===== src/rtl/decode_queue.sv =====
// ----------------------------------------------------------------------------
// decode_queue
//
// Decoupling queue between fetch and execute. Raw MIPS instruction words are
// accepted with their PC over a valid/ready handshake. The ALU control code is
// decoded combinationally from op/rt/funct and stored in the entry at push
// time. Entries are presented in strict FIFO order to execute over a second
// valid/ready handshake. A synchronous flush drops everything that is queued.
//
// Parameters
//   DEPTH  number of entries (power of two, >= 2)
//   PC_W   width of the PC tag carried with each entry
//
// Ports
//   clk, rst          clock; synchronous active-high reset
//   flush             synchronous queue clear; a push in the same cycle is dropped
//   in_valid/in_ready fetch-side handshake; in_ready = (count != DEPTH)
//   in_inst, in_pc    instruction word and its PC
//   out_valid/out_ready execute-side handshake; out_valid = (count != 0)
//   out_inst, out_pc  head instruction word and PC
//   out_alucontrol    decoded EXE_*_OP code of the head entry
//   out_ri            head entry is a reserved/unrecognised instruction
//   count             current occupancy
//
// Build option
//   DECODE_QUEUE_RI_EN  when defined, a reserved-instruction bit is stored per
//                       entry and driven on out_ri; otherwise out_ri is 0.
// ----------------------------------------------------------------------------
module decode_queue #(
   parameter int DEPTH = 4,
   parameter int PC_W  = 32
) (
   input  logic                         clk,
   input  logic                         rst,
   input  logic                         flush,
   input  logic                         in_valid,
   output logic                         in_ready,
   input  logic [31:0]                  in_inst,
   input  logic [PC_W-1:0]              in_pc,
   output logic                         out_valid,
   input  logic                         out_ready,
   output logic [31:0]                  out_inst,
   output logic [PC_W-1:0]              out_pc,
   output logic [7:0]                   out_alucontrol,
   output logic                         out_ri,
   output logic [$clog2(DEPTH+1)-1:0]   count
);

   localparam int AW = $clog2(DEPTH);
   localparam int CW = $clog2(DEPTH+1);

   // ALU control encodings shared with the execute stage
   localparam logic [7:0] EXE_NOP_OP    = 8'b00000000;
   localparam logic [7:0] EXE_AND_OP    = 8'b00100100;
   localparam logic [7:0] EXE_OR_OP     = 8'b00100101;
   localparam logic [7:0] EXE_XOR_OP    = 8'b00100110;
   localparam logic [7:0] EXE_NOR_OP    = 8'b00100111;
   localparam logic [7:0] EXE_ANDI_OP   = 8'b01011001;
   localparam logic [7:0] EXE_ORI_OP    = 8'b01011010;
   localparam logic [7:0] EXE_XORI_OP   = 8'b01011011;
   localparam logic [7:0] EXE_LUI_OP    = 8'b01011100;
   localparam logic [7:0] EXE_SLL_OP    = 8'b01111100;
   localparam logic [7:0] EXE_SLLV_OP   = 8'b00000100;
   localparam logic [7:0] EXE_SRL_OP    = 8'b00000010;
   localparam logic [7:0] EXE_SRLV_OP   = 8'b00000110;
   localparam logic [7:0] EXE_SRA_OP    = 8'b00000011;
   localparam logic [7:0] EXE_SRAV_OP   = 8'b00000111;
   localparam logic [7:0] EXE_MFHI_OP   = 8'b00010000;
   localparam logic [7:0] EXE_MTHI_OP   = 8'b00010001;
   localparam logic [7:0] EXE_MFLO_OP   = 8'b00010010;
   localparam logic [7:0] EXE_MTLO_OP   = 8'b00010011;
   localparam logic [7:0] EXE_SLT_OP    = 8'b00101010;
   localparam logic [7:0] EXE_SLTU_OP   = 8'b00101011;
   localparam logic [7:0] EXE_SLTI_OP   = 8'b01010111;
   localparam logic [7:0] EXE_SLTIU_OP  = 8'b01011000;
   localparam logic [7:0] EXE_ADD_OP    = 8'b00100000;
   localparam logic [7:0] EXE_ADDU_OP   = 8'b00100001;
   localparam logic [7:0] EXE_SUB_OP    = 8'b00100010;
   localparam logic [7:0] EXE_SUBU_OP   = 8'b00100011;
   localparam logic [7:0] EXE_ADDI_OP   = 8'b01010101;
   localparam logic [7:0] EXE_ADDIU_OP  = 8'b01010110;
   localparam logic [7:0] EXE_MULT_OP   = 8'b00011000;
   localparam logic [7:0] EXE_MULTU_OP  = 8'b00011001;
   localparam logic [7:0] EXE_DIV_OP    = 8'b00011010;
   localparam logic [7:0] EXE_DIVU_OP   = 8'b00011011;
   localparam logic [7:0] EXE_J_OP      = 8'b01001111;
   localparam logic [7:0] EXE_JAL_OP    = 8'b01010000;
   localparam logic [7:0] EXE_JALR_OP   = 8'b00001001;
   localparam logic [7:0] EXE_JR_OP     = 8'b00001000;
   localparam logic [7:0] EXE_BEQ_OP    = 8'b01010001;
   localparam logic [7:0] EXE_BGEZ_OP   = 8'b01000001;
   localparam logic [7:0] EXE_BGEZAL_OP = 8'b01001011;
   localparam logic [7:0] EXE_BGTZ_OP   = 8'b01010100;
   localparam logic [7:0] EXE_BLEZ_OP   = 8'b01010011;
   localparam logic [7:0] EXE_BLTZ_OP   = 8'b01000000;
   localparam logic [7:0] EXE_BLTZAL_OP = 8'b01001010;
   localparam logic [7:0] EXE_BNE_OP    = 8'b01010010;
   localparam logic [7:0] EXE_LB_OP     = 8'b11100000;
   localparam logic [7:0] EXE_LBU_OP    = 8'b11100100;
   localparam logic [7:0] EXE_LH_OP     = 8'b11100001;
   localparam logic [7:0] EXE_LHU_OP    = 8'b11100101;
   localparam logic [7:0] EXE_LW_OP     = 8'b11100011;
   localparam logic [7:0] EXE_SB_OP     = 8'b11101000;
   localparam logic [7:0] EXE_SH_OP     = 8'b11101001;
   localparam logic [7:0] EXE_SW_OP     = 8'b11101011;

   // Decode op/rt/funct into the ALU control code; unlisted encodings give NOP.
   function automatic logic [7:0] decode_alu(input logic [31:0] inst);
      logic [7:0] alu;
      alu = EXE_NOP_OP;
      case (inst[31:26])
         6'h00: begin
            case (inst[5:0])
               6'h24:   alu = EXE_AND_OP;
               6'h25:   alu = EXE_OR_OP;
               6'h26:   alu = EXE_XOR_OP;
               6'h27:   alu = EXE_NOR_OP;
               6'h00:   alu = EXE_SLL_OP;
               6'h02:   alu = EXE_SRL_OP;
               6'h03:   alu = EXE_SRA_OP;
               6'h04:   alu = EXE_SLLV_OP;
               6'h06:   alu = EXE_SRLV_OP;
               6'h07:   alu = EXE_SRAV_OP;
               6'h10:   alu = EXE_MFHI_OP;
               6'h11:   alu = EXE_MTHI_OP;
               6'h12:   alu = EXE_MFLO_OP;
               6'h13:   alu = EXE_MTLO_OP;
               6'h20:   alu = EXE_ADD_OP;
               6'h21:   alu = EXE_ADDU_OP;
               6'h22:   alu = EXE_SUB_OP;
               6'h23:   alu = EXE_SUBU_OP;
               6'h2A:   alu = EXE_SLT_OP;
               6'h2B:   alu = EXE_SLTU_OP;
               6'h18:   alu = EXE_MULT_OP;
               6'h19:   alu = EXE_MULTU_OP;
               6'h1A:   alu = EXE_DIV_OP;
               6'h1B:   alu = EXE_DIVU_OP;
               6'h08:   alu = EXE_JR_OP;
               6'h09:   alu = EXE_JALR_OP;
               default: alu = EXE_NOP_OP;
            endcase
         end
         6'h01: begin
            case (inst[20:16])
               5'h00:   alu = EXE_BLTZ_OP;
               5'h01:   alu = EXE_BGEZ_OP;
               5'h10:   alu = EXE_BLTZAL_OP;
               5'h11:   alu = EXE_BGEZAL_OP;
               default: alu = EXE_NOP_OP;
            endcase
         end
         6'h02:   alu = EXE_J_OP;
         6'h03:   alu = EXE_JAL_OP;
         6'h04:   alu = EXE_BEQ_OP;
         6'h05:   alu = EXE_BNE_OP;
         6'h06:   alu = EXE_BLEZ_OP;
         6'h07:   alu = EXE_BGTZ_OP;
         6'h08:   alu = EXE_ADDI_OP;
         6'h09:   alu = EXE_ADDIU_OP;
         6'h0A:   alu = EXE_SLTI_OP;
         6'h0B:   alu = EXE_SLTIU_OP;
         6'h0C:   alu = EXE_ANDI_OP;
         6'h0D:   alu = EXE_ORI_OP;
         6'h0E:   alu = EXE_XORI_OP;
         6'h0F:   alu = EXE_LUI_OP;
         6'h20:   alu = EXE_LB_OP;
         6'h21:   alu = EXE_LH_OP;
         6'h23:   alu = EXE_LW_OP;
         6'h24:   alu = EXE_LBU_OP;
         6'h25:   alu = EXE_LHU_OP;
         6'h28:   alu = EXE_SB_OP;
         6'h29:   alu = EXE_SH_OP;
         6'h2B:   alu = EXE_SW_OP;
         default: alu = EXE_NOP_OP;
      endcase
      return alu;
   endfunction

   logic [AW-1:0]   rd_ptr_r;
   logic [AW-1:0]   wr_ptr_r;
   logic [CW-1:0]   count_r;
   logic [CW-1:0]   count_nx_s;
   logic            in_ready_r;
   logic            out_valid_r;
   logic            push_s;
   logic            pop_s;
   logic [7:0]      dec_alu_s;

   logic [31:0]     inst_mem_r [DEPTH];
   logic [PC_W-1:0] pc_mem_r   [DEPTH];
   logic [7:0]      alu_mem_r  [DEPTH];

   // Handshake qualification; flush suppresses both sides for the cycle.
   always_comb begin
      push_s    = in_valid  & in_ready_r  & ~flush;
      pop_s     = out_valid_r & out_ready & ~flush;
      dec_alu_s = decode_alu(in_inst);
   end

   // Next occupancy from the push/pop pair.
   always_comb begin
      count_nx_s = count_r;
      case ({push_s, pop_s})
         2'b10:   count_nx_s = count_r + CW'(1);
         2'b01:   count_nx_s = count_r - CW'(1);
         default: count_nx_s = count_r;
      endcase
   end

   // Pointers, occupancy and registered handshake flags; reset beats flush.
   always_ff @(posedge clk) begin
      if (rst || flush) begin
         rd_ptr_r    <= {AW{1'b0}};
         wr_ptr_r    <= {AW{1'b0}};
         count_r     <= {CW{1'b0}};
         in_ready_r  <= 1'b1;
         out_valid_r <= 1'b0;
      end else begin
         if (push_s) begin
            wr_ptr_r <= wr_ptr_r + AW'(1);
         end
         if (pop_s) begin
            rd_ptr_r <= rd_ptr_r + AW'(1);
         end
         count_r     <= count_nx_s;
         // Flags track the next count so in_ready never sees out_ready combinationally.
         in_ready_r  <= (count_nx_s != CW'(DEPTH));
         out_valid_r <= (count_nx_s != {CW{1'b0}});
      end
   end

   // Entry storage; contents need no reset because out_valid qualifies them.
   always_ff @(posedge clk) begin
      if (push_s) begin
         inst_mem_r[wr_ptr_r] <= in_inst;
         pc_mem_r[wr_ptr_r]   <= in_pc;
         alu_mem_r[wr_ptr_r]  <= dec_alu_s;
      end
   end

`ifdef DECODE_QUEUE_RI_EN
   logic ri_mem_r [DEPTH];

   // Every recognised instruction has a non-NOP code, so NOP marks reserved.
   always_ff @(posedge clk) begin
      if (push_s) begin
         ri_mem_r[wr_ptr_r] <= (dec_alu_s == EXE_NOP_OP);
      end
   end

   assign out_ri = ri_mem_r[rd_ptr_r];
`else
   assign out_ri = 1'b0;
`endif

   assign in_ready       = in_ready_r;
   assign out_valid      = out_valid_r;
   assign count          = count_r;
   assign out_inst       = inst_mem_r[rd_ptr_r];
   assign out_pc         = pc_mem_r[rd_ptr_r];
   assign out_alucontrol = alu_mem_r[rd_ptr_r];

endmodule


===== config.mk =====
export PLATFORM = sky130hd
export DESIGN_NAME = decode_queue
export DESIGN_NICKNAME = d
export VERILOG_FILES = /design/src/rtl/decode_queue.sv
export SDC_FILE = /design/constraint.sdc
export NUM_CORES = 1
export LEC_CHECK = 0
export ABC_AREA = 1
export ABC_CLOCK_PERIOD_IN_PS = 10600
export CORE_AREA = 2 2 165 167
export CTS_BUF_LIST = sky130_fd_sc_hd__clkbuf_4
export DETAILED_ROUTE_END_ITERATION = 12
export DIE_AREA = 0 0 167 169
export PLACE_DENSITY = 0.77
export SLEW_MARGIN = 20
export SYNTH_ARGS = -nofsm -noshare
export SYNTH_HDL_FRONTEND = slang
export SYNTH_SLANG_ARGS = --single-unit

===== constraint.sdc =====
create_clock -name clk -period 10.6 [get_ports clk]
set_input_delay 2.12 -clock clk [delete_from_list [all_inputs] [get_ports clk]]
set_output_delay 2.12 -clock clk [all_outputs]
set_load 0.03 [all_outputs]

==> results of run 1 <==
kinds of logic (layout without fill, tap and decap cells):
| family | after synthesis | in the layout |
|---|---|---|
| adder cells (fa/ha/maj) | 6 | 6 |
| buffers and inverters | 87 | 327 |
| other | 1 | 2 |
| AO/OA/AOI/OAI | 244 | 244 |
| AND/OR/NAND/NOR | 241 | 241 |
| flip-flops | 299 | 299 |
| XOR/XNOR | 3 | 3 |
per-layer routing:
layer  up-vias  track usage, %  routed length [um]  share of wire [%]
met5         -               0                  13              0.051
met4         2            6.30                 486                1.9
met3        45            5.38                1820                7.2
met2       277            29.6               12400                 49
met1      3711            22.0               10600                 42
li1       3657               -                   -                  -
state kept, by name, indices dropped and copies added, names as in the netlist, named ones only:
register / count
inst_mem_r: 128
rd_ptr_r: 2
alu_mem_r: 32
count: 3
out_valid: 1
wr_ptr_r: 2
pc_mem_r: 128
in_ready: 1
critical path, stage by stage (launching register included):
cell and delay, ps:
dfxtp_4 520, inv_4 520, buf_4 750, o21ai_0 240, o22ai_1 240, clkdlybuf4s50_1 720
through the flow:
stage | instances | util [%] | power (mW) | instance area [um2]
6_report | 1463 | 54.6 | 2.48 | 14500
5_1_grt | 1463 | 54.6 | 2.59 | 14500
4_1_cts | 1461 | 54.5 | 2.51 | 14400
3_5_place_dp | 1328 | 50.7 | 1.51 | 13400
3_3_place_gp | 1328 | 50.7 | 1.50 | 13400
2_1_floorplan | 881 | - | 1.42 | 11700
final cells by class:
type / instances / area [um2] / share of cell area [%]
inverters: 39 / 151 / 1.05
repair buffers: 155 / 1550 / 10.7
clock buffers: 111 / 833 / 5.76
well taps: 341 / 427 / 2.95
clock inverters: 22 / 181 / 1.25
multi-input cells: 495 / 2450 / 17.0
diodes: 1 / 2.50 / 0.0173
flip-flops and latches: 299 / 8870 / 61.3
synthesized netlist by cell type, types with 5 or more instances:
| master | count | share of area [%] |
|---|---|---|
| nand3_1 | 15 | 0.64 |
| buf_2 | 10 | 0.43 |
| nor2_1 | 172 | 5.5 |
| buf_4 | 9 | 0.58 |
| a21oi_1 | 11 | 0.47 |
| nand2_1 | 40 | 1.3 |
| edfxtp_1 | 288 | 74 |
| clkbuf_1 | 29 | 0.93 |
| o21ai_0 | 140 | 6.0 |
| inv_1 | 35 | 1.1 |
| o21ai_1 | 14 | 0.60 |
| ha_1 | 5 | 0.54 |
| dfxtp_1 | 11 | 1.9 |
| o22ai_1 | 72 | 3.9 |
power breakdown:
part	switching (mW)	total, mW	internal (mW)
logic	0.0950	0.157	0.0619
registers	0.00568	1.32	1.32
clock network	0.442	0.997	0.555
total	0.542	2.48	1.94
path summary, 6_finish.rpt:
check,slack (ps),start,end
min reg2reg,490,rd_ptr_r[0],rd_ptr_r[0]
max reg2reg,7720,in_ready,pc_mem_r[3][13]
min,490,rd_ptr_r[0],rd_ptr_r[0]
max,4750,flip-flop,out_pc[22]
==> reports/metrics.cfg, run 1 <==
[clock_network]
htreeDepth=3
path_clk_slew_ps=70
cts-resized-gates=0
cts.sinks=299
cts_setup_buffers=0
postCtsHoldBufs=0
cts_buffer_depth=3
cts_root_buf=clkbuf_4
cts_tree=done
cts_buffers=75
clock_latency_ps=650

[sta]
tns_ps=0
maxSlewHeadroom_pct=28.7
fin_crit_sh_pct=55.2
layout_setup_ws_ps=4750
period_needed_ps=5850
skew_ps=42.6
rsz0062_at_grt=no
fmax_ghz=0.171
tightest_slew_ps=1070
maxSlewViolCount=0
hold_viol_final=0
setup_violations=0
hold_slack_ps=491

[setup_path]
start_kind=flip-flop
worstSetupPathType=reg2out
worst-path-max-fanout=84
cp.arrival_ps=3730
crit_required_ps=8480
cp-end-kind=output port
rr_worst_depth=4

[place]
place_ws_ps=5390
hpwlAfterDp_um=14600
io_buffers=145
place.gp.congestion=0.845

[final_layout]
nets=1140
area_growth_pct=24.0
fill_cells=2175
layout_common_cells=288 x edfxtp_1, 168 x nor2_1, 145 x clkdlybuf4s50_1
drive_gt1_share_pct=13.4
final_common_cell=edfxtp_1

[yosys]
synth-seq-cells=299
yosys_warnings=0
synth_top_family_by_area=compound AO/OA/AOI/OAI gates
synth-compound-area-share_pct=11.4
synth_area_per_cell_um2=13.2
synthMuxAreaShare_pct=0
synth_enable_flop_cells=288
syn_nets=956
async_reset_ff_share_pct=0
synth_xor_area_share_pct=0.225
synth_cell_types=29
ys.flop_type=edfxtp_1
synth_simple_gate_area_share_pct=8.41
synthCells=881
synth_area_um2=11700
synth-adder-area-share_pct=0.708
ys_seq_area_share_pct=76.0

[die]
core_area_um2=26500
ios=147
start_util_pct=44.0
die_x_um=167
die_area_um2=28200
num_rows=60
die_h_um=169

[hold_path]
hp-class=reg2reg
hold_depth=1

[outcome]
status=finished, final reports clean

[global_routing]
grt_max_degree=85
overflow=0
grt_pass1_wl_um=39400
antenna_found_initial=2
grt_use_total_pct=17.7
grt_pass1_vias=7712

[job]
maxCapViolations=0

[detailed_routing]
initialDrtViolationCount=621
first_pass_iters=5
drt-total-wl_um=25300
postRouteAntennaNets=0
vias=7692
drc=0
wl_per_cell_um=17.3
vias_per_cell=5.26

[power]
ir_worst_vdd_mv=0.0927
leakagePower_nw=5.03
p_per_area_nw_per_um2=171

(Power assumes the default switching activity.)
==> run 2, diff against run 1 <==
--- a/config.mk
+++ b/config.mk
@@ -6,12 +6,12 @@
 export NUM_CORES = 1
 export LEC_CHECK = 0
 export ABC_AREA = 1
-export ABC_CLOCK_PERIOD_IN_PS = 10600
+export ABC_CLOCK_PERIOD_IN_PS = 5000
 export CORE_AREA = 2 2 165 167
 export CTS_BUF_LIST = sky130_fd_sc_hd__clkbuf_4
 export DETAILED_ROUTE_END_ITERATION = 12
 export DIE_AREA = 0 0 167 169
-export PLACE_DENSITY = 0.77
+export PLACE_DENSITY = 0.79
 export SLEW_MARGIN = 20
 export SYNTH_ARGS = -nofsm -noshare
 export SYNTH_HDL_FRONTEND = slang
==> constraint.sdc (replaced) <==
create_clock -name clk -period 5 [get_ports clk]
set_input_delay 1 -clock clk [delete_from_list [all_inputs] [get_ports clk]]
set_output_delay 1 -clock clk [all_outputs]
set_load 0.03 [all_outputs]
==> run 2 against run 1 <==
  * Sequential share of layout area down 0.11 points
  * First-iteration DRC count increased by 17%
  * Core utilization increased by 0.099 points
  * Power rose by 110%
  * Combinational power increased by 110%
  * Final cell count barely moved
  * Hold slack worse by 8.3 ps
  * Global-route usage is 0.16 points higher
  * Clock skew shrank 24 ps
  * Clock-buffer cell count decreased by 9
  * Die area is the same
==> reports/metrics.cfg, run 2 (synthesized netlist as in run 1, its figures left out) <==
[detailed_routing]
top_layer=met4
drc=0  ; unchanged
vias=7684  ; -0.10%
initialDrtViolationCount=727  ; +17%
first_pass_iters=5  ; unchanged
vias_per_cell=5.25  ; -0.17%
route.met2.wl_um=12600  ; +1.7%
wl_per_cell_um=17.4  ; +1.1%
met3WireLength_um=1800  ; -1.1%
postRouteAntennaNets=0  ; unchanged
drt-total-wl_um=25500  ; +1.1%
routedLengthMet1_um=10600  ; +0.67%

[global_routing]
grt_use_total_pct=17.9  ; +0.16 points
grt_pass1_vias=7821  ; +1.4%
antenna_found_initial=1  ; -1
grt_pass1_wl_um=39700  ; +0.70%
overflow=0  ; unchanged
grt_max_degree=77  ; -9.4%

[clock_network]
cts_setup_buffers=0  ; unchanged
cts-resized-gates=0  ; unchanged
cts_buffers=76  ; +1.3%
cts_root_buf=clkbuf_4
cts_buffer_depth=3  ; unchanged
path_clk_slew_ps=70  ; about the same
htreeDepth=3  ; unchanged
postCtsHoldBufs=0  ; unchanged
clock_latency_ps=660  ; about the same
cts_tree=done
cts.sinks=299  ; unchanged

[die]
die_h_um=169  ; unchanged
start_util_pct=44.0  ; unchanged
die_x_um=167  ; unchanged
num_rows=60  ; unchanged
die_area_um2=28200  ; unchanged
core_area_um2=26500  ; unchanged
ios=147  ; unchanged

[sta]
skew_ps=18.1  ; -24.5 ps
period_needed_ps=4180
tns_ps=0  ; unchanged
maxSlewViolCount=0  ; unchanged
tightest_slew_ps=849  ; -219 ps
rsz0062_at_grt=no
fin_crit_sh_pct=83.5
maxSlewHeadroom_pct=43.3  ; +15 points
hold_viol_final=0  ; unchanged
setup_violations=0  ; unchanged
fmax_ghz=0.239

[final_layout]
layout_common_cells=288 x edfxtp_1, 168 x nor2_1, 145 x clkdlybuf4s50_1
stdcell_area_um2=14500  ; +0.18%
reg.largest.list=inst_mem_r (128), pc_mem_r (128), alu_mem_r (32)
nets=1144  ; +0.35%
drive_gt1_share_pct=12.7  ; -0.64 points
area_growth_pct=24.2
fill_cells=2198  ; +1.1%
final_common_cell=edfxtp_1

[setup_path]
cpMaxStageDelayCell=clkdlybuf4s50_1
crit_buf_inv=3  ; unchanged
worstSetupPathType=reg2out
cp.arrival_ps=3180  ; -550 ps
slowest_delay_ps=750  ; about the same
cp_top_family=buffers and inverters
crit_required_ps=4000  ; -4480 ps
start_kind=flip-flop
path_cells=inv_4, buf_12, o21ai_0, o22ai_1, clkdlybuf4s50_1
cp-end-kind=output port
worst-path-max-fanout=76  ; -9.5%

[power]
ir_worst_vdd_mv=0.203  ; +120%
leakagePower_nw=5.03  ; +0.10%
p_per_area_nw_per_um2=358  ; +110%

[job]
maxCapViolations=0  ; unchanged

[place]
io_buffers=145  ; unchanged
place.gp.congestion=0.843  ; -0.24%
place_area_um2=13500  ; +0.78%
hpwlAfterDp_um=14500  ; -0.65%

[hold_path]
hp-class=reg2reg

[outcome]
status=finished, final reports clean

==> run 2: changes by cell type in the layout (fill, tap and decap cells not counted), sizes merged <==
cell / delta
clkinv: +6
inv: +3
clkinvlp: -2
buf: +3
clkbuf: -9
==> run 2: report_power, final <==
| group | switching, mW | leakage, nW | internal (mW) |
|---|---|---|---|
| Clock | 0.936 | 0.564 | 1.11 |
| Sequential | 0.0114 | 2.72 | 2.79 |
| Combinational | 0.202 | 1.75 | 0.134 |
==> run 2: cell type report <==
class / instances / area, um2 / share of cell area [%]
Multi-Input combinational cell: 495 / 2450 / 16.9
Clock buffer: 102 / 766 / 5.28
Antenna cell: 1 / 2.50 / 0.0173
Inverter: 39 / 151 / 1.04
Timing Repair Buffer: 158 / 1620 / 11.2
Sequential cell: 299 / 8870 / 61.2
Clock inverter: 29 / 198 / 1.36
Tap cell: 341 / 427 / 2.94
==> run 2: worst paths after layout <==
check	start	end	slack, ps	depth (start not counted)
max	flip-flop	out_alucontrol[1]	820	5
min	rd_ptr_r[0]	flip-flop	480	1
max reg2reg	in_ready	in_ready	2630	12
min reg2reg	rd_ptr_r[0]	flip-flop	480	1
==> run 2: layer usage <==
layer,track usage (%),vias to the layer above
li1,-,3663
met1,21.8,3698
met2,30.3,278
met3,4.63,45
met4,7.80,0
met5,0,-
==> run 2: worst reg2reg max path, stage by stage, from the launching register on <==
cell and delay [ps]:
dfxtp_1 310, nand2_1 80, or2_0 600, ha_1 280, inv_1 70, fa_1 380, inv_1 70, nand2_1 50
nand3_1 80, xor2_1 150, nand2_1 80, inv_1 70, nand2_1 50
==> run 2: stage by stage <==
stage          total power [mW]  worst slack (ps)  instances  utilization, %  hold slack [ps]
5_1_grt                    5.40               632       1464            54.7              495
2_1_floorplan              3.02              59.3        881               -              444
3_5_place_dp               3.20              1460       1332            51.0              470
6_report                   5.18               824       1464            54.7              483
3_3_place_gp               3.19              1530       1332            51.0              457
4_1_cts                    5.25               791       1463            54.7              483
